## config.mk

```make
export PLATFORM = sky130hd
export DESIGN_NAME = sd_slv_rseq
export DESIGN_NICKNAME = d
export VERILOG_FILES = /design/src/rtl/sd_slv_rseq.sv
export SDC_FILE = /design/constraint.sdc
export NUM_CORES = 1
export LEC_CHECK = 0
export ABC_CLOCK_PERIOD_IN_PS = 2600
export BUFFER_PORTS_ARGS = -buffer_cell sky130_fd_sc_hd__buf_2
export CAP_MARGIN = 20
export CORE_UTILIZATION = 48
export DETAILED_ROUTE_END_ITERATION = 7
export HOLD_SLACK_MARGIN = 0.03
export PLACE_DENSITY = 0.79
export SLEW_MARGIN = 40
export SYNTH_ARGS = -nofsm -noshare
export SYNTH_HDL_FRONTEND = slang
export SYNTH_SLANG_ARGS = --single-unit
```

## constraint.sdc

```tcl
create_clock -name clk -period 2.6 [get_ports clk]
set_input_delay 0.13 -clock clk [delete_from_list [all_inputs] [get_ports clk]]
set_output_delay 0.13 -clock clk [all_outputs]
set_load 0.1 [all_outputs]
```

## src/rtl/sd_slv_rseq.sv

```systemverilog
// sd_slv_rseq: read-block sequencer owning DAT-line timing for SD slave reads.
// Optional access delay enabled by defining SD_SLV_RSEQ_NAC_EN.
`default_nettype none

module sd_slv_rseq #(
  parameter int AW      = 10,
  parameter int BLK_NIB = 1024,
  parameter int CRC_NIB = 16,
  parameter int NAC     = 8,
  parameter int NGAP    = 2
) (
  input  logic          clk,
  input  logic          rst,
  input  logic          start,
  input  logic          multi,
  input  logic [AW-1:0] start_addr,
  input  logic          stop_req,
  output logic          read,
  output logic          cen_rom,
  output logic          cen,
  output logic          stop_en,
  output logic          ei,
  output logic [AW-1:0] addr,
  output logic          busy,
  output logic          done,
  output logic [15:0]   blk_cnt
);

  localparam int CW = 16;
  localparam logic [2:0] S_IDLE  = 3'd0;
  localparam logic [2:0] S_WAIT  = 3'd1;
  localparam logic [2:0] S_START = 3'd2;
  localparam logic [2:0] S_DATA  = 3'd3;
  localparam logic [2:0] S_CRC   = 3'd4;
  localparam logic [2:0] S_PAD   = 3'd5;
  localparam logic [2:0] S_STOP  = 3'd6;
  localparam logic [2:0] S_GAP   = 3'd7;

`ifdef SD_SLV_RSEQ_NAC_EN
  localparam logic [CW-1:0] WAIT_LAST = CW'(NAC);
`else
  localparam logic [CW-1:0] WAIT_LAST = CW'(0 * NAC);
`endif
  localparam logic [CW-1:0] DATA_LAST = CW'(BLK_NIB - 1);
  localparam logic [CW-1:0] CRC_LAST  = CW'(CRC_NIB - 1);
  localparam logic [CW-1:0] GAP_LAST  = CW'(NGAP - 1);

  logic [2:0]    state_q, state_d;
  logic [CW-1:0] cnt_q, cnt_d;
  logic [AW-1:0] addr_q, addr_d;
  logic          multi_q, multi_d;
  logic          stop_lat_q, stop_lat_d;
  logic          end_q, end_d;
  logic [15:0]   blk_cnt_q, blk_cnt_d;
  logic          read_q, cen_rom_q, cen_q, stop_en_q, ei_q, busy_q, done_q;
  logic          read_d, cen_rom_d, cen_d, stop_en_d, ei_d, busy_d, done_d;

  always_ff @(posedge clk) begin
    if (rst) begin
      state_q    <= S_IDLE;
      cnt_q      <= '0;
      addr_q     <= '0;
      multi_q    <= 1'b0;
      stop_lat_q <= 1'b0;
      end_q      <= 1'b0;
      blk_cnt_q  <= '0;
      read_q     <= 1'b0;
      cen_rom_q  <= 1'b0;
      cen_q      <= 1'b0;
      stop_en_q  <= 1'b0;
      ei_q       <= 1'b0;
      busy_q     <= 1'b0;
      done_q     <= 1'b0;
    end else begin
      state_q    <= state_d;
      cnt_q      <= cnt_d;
      addr_q     <= addr_d;
      multi_q    <= multi_d;
      stop_lat_q <= stop_lat_d;
      end_q      <= end_d;
      blk_cnt_q  <= blk_cnt_d;
      read_q     <= read_d;
      cen_rom_q  <= cen_rom_d;
      cen_q      <= cen_d;
      stop_en_q  <= stop_en_d;
      ei_q       <= ei_d;
      busy_q     <= busy_d;
      done_q     <= done_d;
    end
  end

  always_comb begin
    state_d    = state_q;
    addr_d     = addr_q;
    multi_d    = multi_q;
    stop_lat_d = stop_lat_q;
    end_d      = end_q;
    blk_cnt_d  = blk_cnt_q;
    case (state_q)
      S_IDLE: if (start) begin
        state_d   = S_WAIT;
        addr_d    = start_addr;
        multi_d   = multi;
        blk_cnt_d = '0;
      end
      S_WAIT:  if (cnt_q == WAIT_LAST) state_d = S_START;
      S_START: state_d = S_DATA;
      S_DATA: begin
        addr_d = addr_q + 1'b1;
        if (cnt_q == DATA_LAST) state_d = S_CRC;
      end
      S_CRC: if (cnt_q == CRC_LAST) state_d = S_PAD;
      S_PAD: begin
        // Outputs are registered, so the end-of-transfer decision is made on entry to STOP.
        state_d   = S_STOP;
        end_d     = !multi_q || stop_lat_q || stop_req;
        blk_cnt_d = blk_cnt_q + 16'd1;
      end
      S_STOP:  state_d = end_q ? S_IDLE : S_GAP;
      default: if (cnt_q == GAP_LAST) state_d = S_START;
    endcase
    if (state_q != S_IDLE && multi_q && stop_req) stop_lat_d = 1'b1;
    if (state_d == S_IDLE) stop_lat_d = 1'b0;
    cnt_d = (state_d == state_q && state_d != S_IDLE) ? cnt_q + 1'b1 : '0;
  end

  always_comb begin
    read_d    = (state_d == S_START);
    cen_rom_d = (state_d == S_DATA);
    cen_d     = (state_d == S_CRC);
    stop_en_d = (state_d == S_STOP);
    ei_d      = (state_d == S_DATA) || (state_d == S_CRC) ||
                (state_d == S_PAD)  || (state_d == S_STOP);
    busy_d    = (state_d != S_IDLE);
    done_d    = (state_d == S_STOP) && end_d;
  end

  assign read    = read_q;
  assign cen_rom = cen_rom_q;
  assign cen     = cen_q;
  assign stop_en = stop_en_q;
  assign ei      = ei_q;
  assign addr    = addr_q;
  assign busy    = busy_q;
  assign done    = done_q;
  assign blk_cnt = blk_cnt_q;

endmodule

`default_nettype wire

```

---- Word-level counts from Yosys, hierarchy flattened ----
Index checks and enable logic that the tools add are counted.
operators by class
  add/subtract/negate cells ............... 3
  eq/ne operators ......................... 16
  muxes and demuxes ....................... 12
  bitwise gates (word level) .............. 1
  reductions and logical operators ........ 22
operators with widths
  kind                                                                number
  16-bit by 1-bit adder with 16-bit output (second input constant)    2
  16-bit case mux with 2 select lines                                 1
  3-bit case mux with 7 select lines                                  1
  10-bit case mux with 2 select lines                                 1
  3-bit == test (second input constant)                               6
  3-bit 2-to-1 mux                                                    6
  16-bit by 1-bit == test with 1-bit output (second input constant)   1
  16-bit by 10-bit == test with 1-bit output (second input constant)  1
  16-bit by 4-bit == test with 1-bit output (second input constant)   1
  16-bit zero test                                                    1
  16-bit 2-to-1 mux                                                   1
  3-bit by 2-bit == test with 1-bit output (second input constant)    4
  10-bit by 1-bit adder with 10-bit output (second input constant)    1
  10-bit 2-to-1 mux                                                   1
  3-bit zero test                                                     2
  2-bit AND reduction                                                 3
  3-bit nonzero test                                                  2
  1-bit logical OR                                                    5
  1-bit logical AND                                                   4
  2-bit nonzero test                                                  2
  2-bit OR reduction                                                  2
  3-bit by 1-bit == test with 1-bit output (second input constant)    1
  3-bit == test                                                       1
  2-bit != test (second input constant)                               1
  other kinds (3)                                                     3
word-level totals
  bits in registers ....................... 55
  bits of input ports ..................... 15
  logic and storage cells ................. 68

---- Longest topological paths before layout ----
  depth after elaboration ................. 7
  gate-level depth with buffers ........... 9
  depth with buffers taken out ............ 7

---- Least setup slack after synthesis ----
OpenSTA, ideal clock, no wires.
  kind .................................... flip-flop to flip-flop
  from .................................... register blk_cnt_q[6], in the netlist blk_cnt[6]
  to ...................................... register blk_cnt_q[14], in the netlist blk_cnt[14]
  arrival time ............................ 2.328 ns
  slack ................................... 0.181 ns
  stages on the path, launching flop included .. 6
  path buffers ............................ 0
  clock period less this slack ............ 2.419 ns
  path through ............................ dfxtp_1 -> and3_1 -> nand3_1 -> nor4_1 -> a41oi_1 -> a311oi_1
on the way
  word-level cells in the longest chain between the ends .. 2
ends and longest elaborated chain
  element                                   RTL line  RTL
  start, declared                           54        logic [15:0] blk_cnt_q, blk_cnt_d;
  start signal, assigned                    81        blk_cnt_q <= blk_cnt_d;
  16-bit by 1-bit adder with 16-bit output  117       blk_cnt_d = blk_cnt_q + 16'd1;
  16-bit case mux with 2 select lines       99        case (state_q)
No other way between the ends.
A chain may end at the register's enable or synchronous reset.

---- Final worst setup path ----
  from .................................... register cnt_q[0]
  to ...................................... register ei_q, in the netlist ei
on the way
  word-level cells in the longest chain between the ends .. 7
ends and longest elaborated chain
  element                                                                    RTL line  RTL
  start, declared                                                            49        logic [CW-1:0] cnt_q, cnt_d;
  start signal, assigned                                                     76        cnt_q <= cnt_d;
  16-bit by 1-bit == test with 1-bit output (tied with other cells)          120       default: if (cnt_q == GAP_LAST) state_d = S_START;
  3-bit 2-to-1 mux (on tied branches)                                        n/a
  3-bit case mux with 7 select lines *                                       99
  3-bit by 2-bit == test with 1-bit output or 3-bit == test (tied branches)  132       ei_d = (state_d == S_DATA) || (state_d == S_CRC) ||
  1-bit logical OR (2 in a row)                                              132
  1-bit logical OR *                                                         133       (state_d == S_PAD) || (state_d == S_STOP);
  end signal, assigned                                                       86        ei_q <= ei_d;
  end, declared                                                              55        logic read_q, cen_rom_q, cen_q, stop_en_q, ei_q, busy_q, done_q;
Mark *: on every way between the ends. The rest lies on a longest branch, timed or not.

==> metrics.txt <==
Syn-to-layout area delta=14.9%; Max IR drop VDD=335 uV; total global-route track usage=19.5%; peak clock frequency supported by timing=453 MHz; top_reg_cell synth=sky130_fd_sc_hd__dfxtp_1; number of top-level design ports=48; placed wire-length estimate=4.07 mm; Post-CTS Hold Fix Bufs=0; TNS Setup=0 ns; CTS Sinks=55; post-synthesis async set-or-reset flop share=0%; full die area=5970 um^2; outcome=finished clean; clock group share of total power=24.1%; number of standard cells after synthesis=331; Yosys warnings=0; clock slew at reported path FFs=0.10 ns; post-synth design cell area=2720 um^2; standard cell core area=5470 um^2; synthesis-stage register bit count=55; area fraction of the dominant cell type after synthesis=40.5%; DRC violations left=0; switching share of total power=39.0%; number of DRC violations after detailed-routing iteration 0=126; Die H=77.2 um; Final Max Tran Viols=0; required time of the worst setup path=2.85 ns; Pre-Repair DR Iteration Count=4; WL final=5.70 mm; peak per-stage delay on the critical path=0.53 ns; fraction of the yosys area taken by sequential cells=40.5%; buffers inserted during post-CTS setup optimization=0; leakage power figure=1.18 nW; most frequent cells after synthesis=sky130_fd_sc_hd__dfxtp_1, sky130_fd_sc_hd__nor2_1, sky130_fd_sc_hd__nand2_1, sky130_fd_sc_hd__nand3_1, sky130_fd_sc_hd__a21oi_1; vias in the first global route=2203; global-route wire length before repair=9.67 mm; fin crit period=2.21 ns; sw power=0.810 mW; portion of total power attributed to sequential cells=45.6%; number of enable flip-flop cells after synthesis=0; post-place setup slack=0.401 ns; final setup violation count=0; Logic pwr share=30.3%; fin nets=397; most area-hungry cell type in the Yosys netlist=sky130_fd_sc_hd__dfxtp_1; Crit path arrival time=2.45 ns; Post-Synthesis Mean Instance Area=8.21 um^2; effective utilization at floorplan=49.7%; source-to-sink clock delay at the later pin of the worst-skew pair=0.31 ns; internal power of the cells=1.27 mW; Final Wtd Congestion=0.866; number of different library cells in the post-synthesis netlist=55; Setup Crit Path Kind=reg -> reg; number of hold violations in the final report=0; library cell used as clock root buffer=sky130_fd_sc_hd__clkbuf_8; maximum number of pins on one net before global-route repair=35; category of the worst setup path capture point=register; number of H-tree levels=2; ratio of cells with drive above 1 in the final layout=21.7%; clk_skew=0.0128 ns; Hold Crit Class=in -> reg; via total after detailed routing=2506; sum of overflow across all layers after global routing=0; leading post-synthesis cells by cell area=sky130_fd_sc_hd__dfxtp_1, sky130_fd_sc_hd__nor2_1, sky130_fd_sc_hd__nand2_1, sky130_fd_sc_hd__nand3_1, sky130_fd_sc_hd__a21oi_1; antenna diode count=0; synthesized net count=351; post-layout worst setup margin=0.392 ns; cell with the most instances after synthesis=sky130_fd_sc_hd__dfxtp_1; port bufs=47; total of fill cells in the finished design=522; power density over the cells=666 nW/um^2; cell with the largest stage delay on the worst path=sky130_fd_sc_hd__or4b_4; DRT antenna net count=0; CTS tree=done; RSZ-0062 raised after global routing=false; worst hold slack=0.0484 ns; final cycle utilization of the critical path=84.9%; TritonCTS Buffers=5; crit path max fanout=7; ordered cell list for the critical path=ha_1 > and4_1 > nand3_2 > o21ai_2 > or4b_4 > nand2b_4 > a31oi_1; placement row count=27; post-CTS sizing=0; routed length per placed instance=12.7 um; Max Buffers Root-to-Sink=2; number of antenna violations at the first check in global routing=0; Avg Vias per Cell=5.57; startpoint type of the worst setup path=register; number of violations of the max-capacitance limit=0; actual transition at the worst max-transition pin=0.523 ns; width of the die=77.2 um; Max transition margin=64.8%
metal layers:
layer,global-route usage [%],wire length (um),vias to the layer above
li1,-,-,1269
met1,24.1,2620,1156
met2,33.7,2690,74
met3,3.81,324,7
met4,6.23,63,0
met5,0,0,-
kinds of logic (layout without fill, tap and decap cells):
| logic type | after synthesis | in the layout | share of synthesized area [%] |
|---|---|---|---|
| flops | 55 | 55 | 40.5 |
| compound gates | 62 | 62 | 15.6 |
| fa+ha+maj | 5 | 5 | 2.30 |
| simple gates | 173 | 173 | 32.6 |
| buf+inv | 19 | 66 | 3.22 |
| xor+xnor | 14 | 14 | 4.51 |
| mux | 3 | 3 | 1.24 |
final timing paths:
check	from	to	slack [ns]	depth (start not counted)
setup / recovery	cnt_q[0]	ei	0.39	7
hold / removal	start_addr[3]	addr[3]	0.05	3
setup reg to reg	cnt_q[0]	ei	0.39	7
hold reg to reg	stop_lat_q	stop_lat_q	0.48	1
flip-flops by register name, summed over array words and instances, names as in the netlist, 3 cells and up:
signal,count
blk_cnt,16
cnt_q,16
addr,10
state_q,3
layout by cell type (no fill, tap or decap), types with 5 or more instances in the layout:
cell type,n
sky130_fd_sc_hd__a211oi_1,5
sky130_fd_sc_hd__a21oi_1,18
sky130_fd_sc_hd__and3_1,5
sky130_fd_sc_hd__buf_2,47
sky130_fd_sc_hd__buf_4,7
sky130_fd_sc_hd__clkbuf_8,6
sky130_fd_sc_hd__dfxtp_1,55
sky130_fd_sc_hd__ha_1,5
sky130_fd_sc_hd__nand2_1,42
sky130_fd_sc_hd__nand3_1,24
sky130_fd_sc_hd__nor2_1,52
sky130_fd_sc_hd__nor3_1,8
sky130_fd_sc_hd__nor4_1,6
sky130_fd_sc_hd__o21ai_0,14
sky130_fd_sc_hd__or3_1,5
sky130_fd_sc_hd__xor2_1,10
through the flow:
step / total power [mW] / area, um^2 / cells / util (%)
2_1_floorplan: 1.48 / 2720 / 331 / -
3_3_place_gp: 1.59 / 3020 / 442 / 55.2
3_5_place_dp: 1.60 / 3020 / 442 / 55.2
4_1_cts: 2.10 / 3120 / 450 / 57.0
5_1_grt: 2.17 / 3120 / 450 / 57.0
6_report: 2.08 / 3120 / 450 / 57.0
power groups by stage:
stage / logic, mW / clock network, mW / registers (mW)
after global placement: 0.623 / 0 / 0.965
final: 0.631 / 0.500 / 0.948
after floorplan: 0.272 / 0 / 1.21
after detailed placement: 0.630 / 0 / 0.967
after CTS: 0.631 / 0.518 / 0.947
after global routing: 0.672 / 0.542 / 0.959
cell type report:
| type | instances | area, um^2 | area share [%] |
|---|---|---|---|
| Sequential cell | 55 | 1100 | 35.3 |
| Clock inverter | 2 | 16.3 | 0.521 |
| Tap cell | 72 | 90.1 | 2.89 |
| Clock buffer | 6 | 82.6 | 2.65 |
| Inverter | 4 | 15.0 | 0.481 |
| Multi-Input combinational cell | 257 | 1530 | 49.0 |
| Timing Repair Buffer | 54 | 288 | 9.22 |
worst max-delay path: cells and delay by family, from the launching register on:
kind	cells	cell delay, ns
AND/OR/NAND/NOR	4	1.15
flip-flops	1	0.42
AO/OA/AOI/OAI	2	0.35
adder cells (fa/ha/maj)	1	0.22
Power figures use the tool's default switching activity.
